--- src/rtl/sb_master_ctrl.sv ---
`default_nettype none
// sb_master_ctrl: single-outstanding system-bus initiator with a wait-state
// handshake, a bus timeout and a valid/ready response channel.
module sb_master_ctrl #(
  parameter int TIMEOUT = 16
) (
  input  logic        clk_i,
  input  logic        rst_i,
  input  logic        cmd_valid_i,
  output logic        cmd_ready_o,
  input  logic        cmd_we_i,
  input  logic [31:0] cmd_addr_i,
  input  logic [31:0] cmd_wdata_i,
  output logic        rsp_valid_o,
  input  logic        rsp_ready_i,
  output logic [31:0] rsp_data_o,
  output logic        rsp_err_o,
  output logic        req_o,
  output logic        write_enable_o,
  output logic [31:0] addr_o,
  output logic [31:0] write_data_o,
  input  logic [31:0] read_data_i,
  input  logic        ready_i
);

  typedef enum logic [1:0] {
    IDLE = 2'd0,
    BUS  = 2'd1,
    RESP = 2'd2
  } state_t;

  localparam logic [7:0] TIMEOUT_LAST = 8'(TIMEOUT - 1);

  state_t     state;
  state_t     state_next;
  logic [7:0] count;
  logic       cmd_we;
  logic       timeout_hit;

  // Counter value in the final allowed request cycle.
  assign timeout_hit = (count == TIMEOUT_LAST);

  always_ff @(posedge clk_i) begin
    if (rst_i) begin
      state <= IDLE;
    end else begin
      state <= state_next;
    end
  end

  always_comb begin
    state_next     = state;
    cmd_ready_o    = 1'b0;
    req_o          = 1'b0;
    write_enable_o = 1'b0;
    rsp_valid_o    = 1'b0;
    case (state)
      IDLE: begin
        cmd_ready_o = 1'b1;
        if (cmd_valid_i) begin
          state_next = BUS;
        end
      end
      BUS: begin
        req_o          = 1'b1;
        write_enable_o = cmd_we;
        if (ready_i || timeout_hit) begin
          state_next = RESP;
        end
      end
      RESP: begin
        rsp_valid_o = 1'b1;
        if (rsp_ready_i) begin
          state_next = IDLE;
        end
      end
      default: state_next = IDLE;
    endcase
  end

  // Command latch, timeout counter and response capture.
  always_ff @(posedge clk_i) begin
    if (rst_i) begin
      count        <= 8'd0;
      cmd_we       <= 1'b0;
      addr_o       <= 32'd0;
      write_data_o <= 32'd0;
      rsp_data_o   <= 32'd0;
      rsp_err_o    <= 1'b0;
    end else begin
      case (state)
        IDLE: begin
          if (cmd_valid_i) begin
            cmd_we       <= cmd_we_i;
            addr_o       <= cmd_addr_i;
            write_data_o <= cmd_wdata_i;
            count        <= 8'd0;
          end
        end
        BUS: begin
          count <= count + 8'd1;
          // A responder completing in the timeout cycle still wins.
          if (ready_i) begin
            rsp_data_o <= cmd_we ? 32'd0 : read_data_i;
            rsp_err_o  <= 1'b0;
          end else if (timeout_hit) begin
            rsp_data_o <= 32'd0;
            rsp_err_o  <= 1'b1;
          end
        end
        default: ;
      endcase
    end
  end

endmodule
`default_nettype wire

--- config.mk ---
export PLATFORM = sky130hd
export DESIGN_NAME = sb_master_ctrl
export DESIGN_NICKNAME = d
export VERILOG_FILES = /design/src/rtl/sb_master_ctrl.sv
export SDC_FILE = /design/constraint.sdc
export NUM_CORES = 1
export LEC_CHECK = 0
export BUFFER_PORTS_ARGS = -buffer_cell sky130_fd_sc_hd__buf_2
export CORE_MARGIN = 8
export CORE_UTILIZATION = 40
export CTS_BUF_LIST = sky130_fd_sc_hd__clkbuf_8
export CTS_CLUSTER_DIAMETER = 120
export CTS_CLUSTER_SIZE = 40
export DETAILED_ROUTE_END_ITERATION = 8
export PLACE_DENSITY = 0.71
export SETUP_SLACK_MARGIN = 0.1
export SKIP_LAST_GASP = 1
export SYNTH_ARGS = -nofsm -noshare
export SYNTH_HDL_FRONTEND = slang
export SYNTH_SLANG_ARGS = --single-unit
--- constraint.sdc ---
create_clock -name clk_i -period 1.75 [get_ports clk_i]
set_clock_uncertainty 0.15 [all_clocks]
set_input_delay 0.175 -clock clk_i [delete_from_list [all_inputs] [get_ports clk_i]]
set_output_delay 0.175 -clock clk_i [all_outputs]
set_load 0.02 [all_outputs]
==> results of run 1 <==
layout by cell type (no fill, tap or decap), types with 2 or more instances in the layout:
cell	netlist	layout
sky130_fd_sc_hd__dlygate4sd3_1	0	100
sky130_fd_sc_hd__buf_4	5	14
sky130_fd_sc_hd__nor3b_1	2	2
sky130_fd_sc_hd__or4_4	1	2
sky130_fd_sc_hd__buf_12	0	3
sky130_fd_sc_hd__nor2_1	4	4
sky130_fd_sc_hd__nor2b_1	34	34
sky130_fd_sc_hd__clkinv_2	0	3
sky130_fd_sc_hd__buf_2	10	201
sky130_fd_sc_hd__o21ai_0	25	25
sky130_fd_sc_hd__dfxtp_2	0	3
sky130_fd_sc_hd__o21ai_1	8	8
sky130_fd_sc_hd__a22oi_1	32	32
sky130_fd_sc_hd__bufinv_16	0	2
sky130_fd_sc_hd__a211oi_1	5	5
sky130_fd_sc_hd__clkbuf_8	0	10
sky130_fd_sc_hd__nand2_1	135	135
sky130_fd_sc_hd__o311ai_0	2	2
sky130_fd_sc_hd__dfxtp_1	108	104
sky130_fd_sc_hd__buf_6	0	2
sky130_fd_sc_hd__nor4_1	2	2
sky130_fd_sc_hd__or4_1	2	2
sky130_fd_sc_hd__nand3_1	3	2
sky130_fd_sc_hd__a21oi_1	104	104
report_power, final:
group | switching, mW | internal, mW
Clock | 0.831 | 0.846
Sequential | 0.0880 | 2.60
Combinational | 0.623 | 0.517
Total | 1.54 | 3.97
path summary, 6_finish.rpt:
kind                            startpoint                            end  slack (ns)  depth (start not counted)
max                  count[7]$_SDFFE_PP0P_     rsp_data_o[5]$_SDFFE_PP0P_        0.12                          3
min                                  rst_i          count[0]$_SDFFE_PP0P_        0.03                          2
max reg2reg          count[7]$_SDFFE_PP0P_     rsp_data_o[5]$_SDFFE_PP0P_        0.12                          3
min reg2reg  write_data_o[13]$_SDFFE_PP0P_  write_data_o[13]$_SDFFE_PP0P_        0.31                          2
area by class of cell:
class,count,area (sq um)
Inverter,1,5.00
Clock buffer,10,138
Timing Repair Buffer,322,2230
Antenna cell,1,2.50
Sequential cell,108,2170
Fill cell,873,3890
Tap cell,140,175
Multi-Input combinational cell,376,1950
Clock inverter,6,86.3
flip-flops by register name, indices dropped and copies added, names as in the netlist:
name          cells
addr_o           32
cmd_we            1
count             8
rsp_data_o       32
rsp_err_o         1
state             2
write_data_o     32
per-layer routing:
metal	wire length, um	vias up	part of all wire, %	global-route usage, %
met4	231	0	1.5	7.10
li1	-	2382	-	-
met2	7680	235	51	32.9
met3	1180	17	7.8	5.54
met1	6060	2271	40	22.7
met5	0	-	0	0
kinds of logic after synthesis:
group | count (synthesis) | synth area share, %
multiplexers | 2 | 0.496
AND/OR/NAND/NOR | 192 | 20.4
adder cells (fa/ha/maj) | 1 | 0.292
buffers and inverters | 47 | 4.85
flip-flops | 108 | 50.4
AO/OA/AOI/OAI | 180 | 23.6
critical path: cells and delay by family, from the launching register on:
family	cells	cell delay, ns
flip-flops	1	0.38
AO/OA/AOI/OAI	2	0.34
AND/OR/NAND/NOR	1	0.66
what timing repair did:
item                                    in CTS  in global routing
resized for setup                            6                  8
cloned                                       0                  3
endpoints found under the setup margin       2                 51
hold endpoints to repair                    99                  0
buffers inserted                             1                  2
hold buffers                               100                  0
pin swaps                                    0                  2
stage by stage:
stage	hold WS, ns	utilization [%]	instance area (sq um)	std cells	power (mW)
2_1_floorplan	0.161	-	4290	530	3.28
3_3_place_gp	0.265	51.1	5440	841	3.63
3_5_place_dp	0.272	51.1	5440	841	3.66
4_1_cts	0.0162	62.8	6690	958	5.52
5_1_grt	0.0271	63.5	6760	964	5.76
6_report	0.0280	63.5	6760	964	5.51
==> qor.txt, run 1 <==
maxcap violations -> 0
synthesized area -> 0.00429 sq mm
dominant synthesized flop cell -> sky130_fd_sc_hd__dfxtp_1
worst min-delay path class -> in -> reg
largest fanout on the critical path -> 17
register area share after synthesis -> 50.4%
Crit Path Category -> reg -> reg
maximum root-to-sink buffer count -> 2
post-synthesis cell count -> 530
HPWL Detailed -> 9130 um
cells along the critical path -> or4_4 > o21ai_0 > a21oi_1
cell chosen for the clock root -> sky130_fd_sc_hd__clkbuf_8
clock edge transition at the registers on the reported setup and hold paths -> 0.10 ns
fraction of layout instances using a drive strength above 1 -> 30.6%
Boundary Pins -> 203
minimum clock period -> 1.63 ns
via count of the first global-routing pass -> 4,675
Placeable Area -> 0.0107 sq mm
actual slew at the worst max-slew pin -> 0.436 ns
number of nets in the synthesized netlist -> 633
number of setup violations in the final report -> 0
number of synthesized flops with an enable pin -> 0
max_slew headroom -> 70.7%
routed wirelength normalized by instance count -> 15.7 um
CP startpoint kind -> flop
residual overflow from global routing -> 0
global-route wire length before repair -> 23,200 um
unrepaired setup endpoints after global routing -> yes
accumulated negative setup slack -> 0 ns
number of nets in the final layout -> 921
iteration-0 DRC count of the detailed router -> 441
H-tree lvl count -> 3
top cell types by occurrence after synthesis -> 135 x sky130_fd_sc_hd__nand2_1, 108 x sky130_fd_sc_hd__dfxtp_1, 104 x sky130_fd_sc_hd__a21oi_1
Synth-to-Final Area Change -> 57.7%
number of different library cells in the post-synthesis netlist -> 34
Setup Slack @ Placement -> 0.118 ns
Vias -> 4,905
final setup slack of the worst path -> 0.120 ns
share of the synthesized area in the top cell type -> 50.4%
count of standard-cell rows -> 38
via/cell ratio -> 5.09
worst skew pair latency -> 0.36 ns
drc violations -> 0
share of the clock period used by the worst path -> 93.1%
maximum clock frequency -> 0.614 GHz
power density over the cells -> 815 mW/mm^2
Final Max Slew Viols -> 0
cell with the most instances after synthesis -> sky130_fd_sc_hd__nand2_1
TritonCTS clock tree -> built
synth top area cells -> sky130_fd_sc_hd__dfxtp_1 50%, sky130_fd_sc_hd__a21oi_1 12%, sky130_fd_sc_hd__nand2_1 12%
CP Data Arrival Time -> 1.73 ns
width of the chip -> 120 um
result of the run -> finished clean
Worst setup EP type -> flop
antenna violations before repair -> 1
DRT Pass-1 Iters -> 5
biggest area consumer among synthesized cells -> sky130_fd_sc_hd__dfxtp_1
I/O Buffers -> 202
Die Area -> 0.0143 sq mm
leakage power figure -> 2.99 nW
data required time at the worst endpoint -> 1.85 ns
Synth Register Bits -> 108
pin count of the biggest net entering global routing -> 65
Synth warnings -> 0
async set or reset register ratio after synthesis -> 0%
worst-path cell with the longest stage delay -> sky130_fd_sc_hd__or4_4
final RePlAce weighted congestion -> 0.796
starting density of the core -> 40.2%
average footprint of a synthesized cell -> 8.09 sq um
chip height -> 120 um
total detailed-routing wirelength -> 15,200 um
peak per-stage delay on the critical path -> 0.66 ns
Total GRT Usage -> 19.3%
largest vdd supply drop -> 0.415 mV
Final Hold Viols -> 0
Post-DRT Antenna Nets -> 0
TritonCTS Buffers -> 9
clock sink total -> 108
Power figures use the tool's default switching activity.
==> run 2, diff against run 1 <==
--- a/config.mk
+++ b/config.mk
@@ -12,7 +12,7 @@
 export CTS_CLUSTER_DIAMETER = 120
 export CTS_CLUSTER_SIZE = 40
 export DETAILED_ROUTE_END_ITERATION = 8
-export PLACE_DENSITY = 0.71
+export PLACE_DENSITY = 0.74
 export SETUP_SLACK_MARGIN = 0.1
 export SKIP_LAST_GASP = 1
 export SYNTH_ARGS = -nofsm -noshare
==> run 2 against run 1 <==
  * Sequential power about the same
  * Clock-buffer cell count up 2
  * Critical endpoint is now rsp_data_o[7]$_SDFFE_PP0P_
  * Global-route usage up 1.1 points
  * Largest cell class unchanged
  * Hold slack worse by 0.013 ns
  * Cell area down 0.61%
  * Highest routed layer unchanged
  * Non-clock buffer count down 2
==> qor.txt, run 2 (synthesized netlist as in run 1, its figures left out) <==
Final Max Slew Viols -> 0 (unchanged)
antenna violations before repair -> 1 (unchanged)
number of nets in the final layout -> 920 (-0.11%)
clock sink total -> 108 (unchanged)
switching fraction of total power -> 28.5% (+0.52 points)
Total GRT Usage -> 20.4% (+1.1 points)
number of setup violations in the final report -> 0 (unchanged)
Crit Path Category -> reg -> reg
# fillers -> 871 (-0.23%)
largest fanout on the critical path -> 16 (-1)
actual slew at the worst max-slew pin -> 0.422 ns (-0.0139 ns)
result of the run -> finished clean
unrepaired setup endpoints after global routing -> yes
minimum clock period -> 1.64 ns (+0.00921 ns)
Worst setup EP type -> flop
worst skew pair latency -> 0.35 ns (about the same)
cell chosen for the clock root -> sky130_fd_sc_hd__clkbuf_8
Boundary Pins -> 203 (unchanged)
Vias -> 4,982 (+1.6%)
TritonCTS Buffers -> 9 (unchanged)
largest vdd supply drop -> 0.420 mV (+1.2%)
commonest non-fill, non-tap cell in the layout -> sky130_fd_sc_hd__buf_2
residual overflow from global routing -> 0 (unchanged)
final RePlAce weighted congestion -> 0.757 (-4.8%)
Final Hold Viols -> 0 (unchanged)
Placeable Area -> 0.0107 sq mm (unchanged)
share of the clock period used by the worst path -> 93.7% (+0.53 points)
I/O Buffers -> 202 (unchanged)
HPWL Detailed -> 9280 um (+1.6%)
data required time at the worst endpoint -> 1.82 ns (-0.03 ns)
power density over the cells -> 778 mW/mm^2 (-4.5%)
commonest cells after routing, fill and taps aside -> 201 x sky130_fd_sc_hd__buf_2, 135 x sky130_fd_sc_hd__nand2_1, 106 x sky130_fd_sc_hd__dfxtp_1
H-tree lvl count -> 3 (unchanged)
Final Non-Filler Cells -> 962 (-0.21%)
iteration-0 DRC count of the detailed router -> 404 (-8.4%)
width of the chip -> 120 um (unchanged)
DRT Pass-1 Iters -> 5 (unchanged)
largest registers -> addr_o (32), rsp_data_o (32), write_data_o (32)
accumulated negative setup slack -> 0 ns (unchanged)
relative contribution of the clock network to total power -> 26.7% (-3.7 points)
maximum clock frequency -> 0.610 GHz (-0.56%)
Post-DRT Antenna Nets -> 0 (unchanged)
Synth-to-Final Area Change -> 56.7%
worst min-delay path class -> in -> reg
leakage power figure -> 2.97 nW (-0.67%)
maximum root-to-sink buffer count -> 2 (unchanged)
maxcap violations -> 0 (unchanged)
via count of the first global-routing pass -> 4,964 (+6.2%)
final setup slack of the worst path -> 0.111 ns (-0.00921 ns)
TritonCTS clock tree -> built
routed wirelength normalized by instance count -> 16.1 um (+2.4%)
drc violations -> 0 (unchanged)
max_slew headroom -> 71.8% (+1.2 points)
Hold Path Depth -> 3 (+1)
NetSw -> 1.49 mW (-3.3%)
count of cells along the worst register-to-register path -> 3 (unchanged)
via/cell ratio -> 5.18 (+1.8%)
Reg power frac -> 51.4% (+2.5 points)
Die Area -> 0.0143 sq mm (unchanged)
# placed instances -> 841 (unchanged)
pin count of the biggest net entering global routing -> 56 (-14%)
chip height -> 120 um (unchanged)
global-route wire length before repair -> 24,400 um (+5.3%)
Internal Pwr Total -> 3.74 mW (-5.7%)
total detailed-routing wirelength -> 15,500 um (+2.2%)
CP startpoint kind -> flop
clock edge transition at the registers on the reported setup and hold paths -> 0.09 ns (about the same)
starting density of the core -> 40.2% (unchanged)
Setup Slack @ Placement -> 0.0541 ns (-0.0639 ns)
CP Data Arrival Time -> 1.71 ns (-0.02 ns)
count of standard-cell rows -> 38 (unchanged)
fraction of layout instances using a drive strength above 1 -> 30.4% (-0.25 points)
Combinational Power Share -> 21.9% (+1.2 points)
-- run 2: cell type report --
cell class	instances	area (sq um)	share of cell area, %
timing repair buffer	320	2220	33.0
sequential	108	2160	32.2
multi-input combinational	377	1970	29.3
tap	140	175	2.61
clock buffer	12	165	2.46
clock inverter	2	11.3	0.168
inverter	1	8.76	0.130
antenna	2	5.00	0.0745
-- run 2: path summary, 6_finish.rpt --
kind	startpoint	to	slack [ns]
hold reg to reg	write_data_o[27]$_SDFFE_PP0P_	write_data_o[27]$_SDFFE_PP0P_	0.31
setup reg to reg	count[7]$_SDFFE_PP0P_	rsp_data_o[7]$_SDFFE_PP0P_	0.11
hold / removal	read_data_i[22]	rsp_data_o[22]$_SDFFE_PP0P_	0.01
setup / recovery	count[7]$_SDFFE_PP0P_	rsp_data_o[7]$_SDFFE_PP0P_	0.11
-- run 2: repair_timing --
action | in CTS | in global routing
cloned | 1 | 2
setup endpoints to repair | 21 | 67
resized for setup | 5 | 9
setup buffers | 0 | 4
hold endpoints to repair | 98 | 0
hold buffers | 98 | 0
pin swaps | 1 | 1
-- run 2: power by group through the flow --
stage                     Clock (mW)  Sequential (mW)  Combinational (mW)
final                           1.40             2.69                1.14
after CTS                       1.45             2.68                1.10
after global routing            1.55             2.71                1.23
after global placement             0             2.73               0.899
after detailed placement           0             2.74               0.922
after floorplan                    0             2.90               0.376
-- run 2: critical path, stage by stage (launching register included) --
cell and delay (ns):
sky130_fd_sc_hd__dfxtp_1 0.38, sky130_fd_sc_hd__or4_4 0.69, sky130_fd_sc_hd__o21ai_0 0.21, sky130_fd_sc_hd__a21oi_1 0.08
-- run 2: per-stage QoR --
stage / total power, mW / hold WS (ns) / utilization, % / instance area, sq um
after floorplan: 3.28 / 0.161 / - / 4290
after global placement: 3.63 / 0.265 / 51.1 / 5440
after detailed placement: 3.66 / 0.271 / 51.1 / 5440
after CTS: 5.23 / 0.000894 / 62.2 / 6620
after global routing: 5.49 / 0.0110 / 63.1 / 6720
final: 5.23 / 0.0148 / 63.1 / 6720
-- run 2: metal layers --
layer	track usage (%)	wire, um
met4	8.67	350
met5	0	0
met2	36.0	7830
met1	23.1	6240
met3	4.79	1080
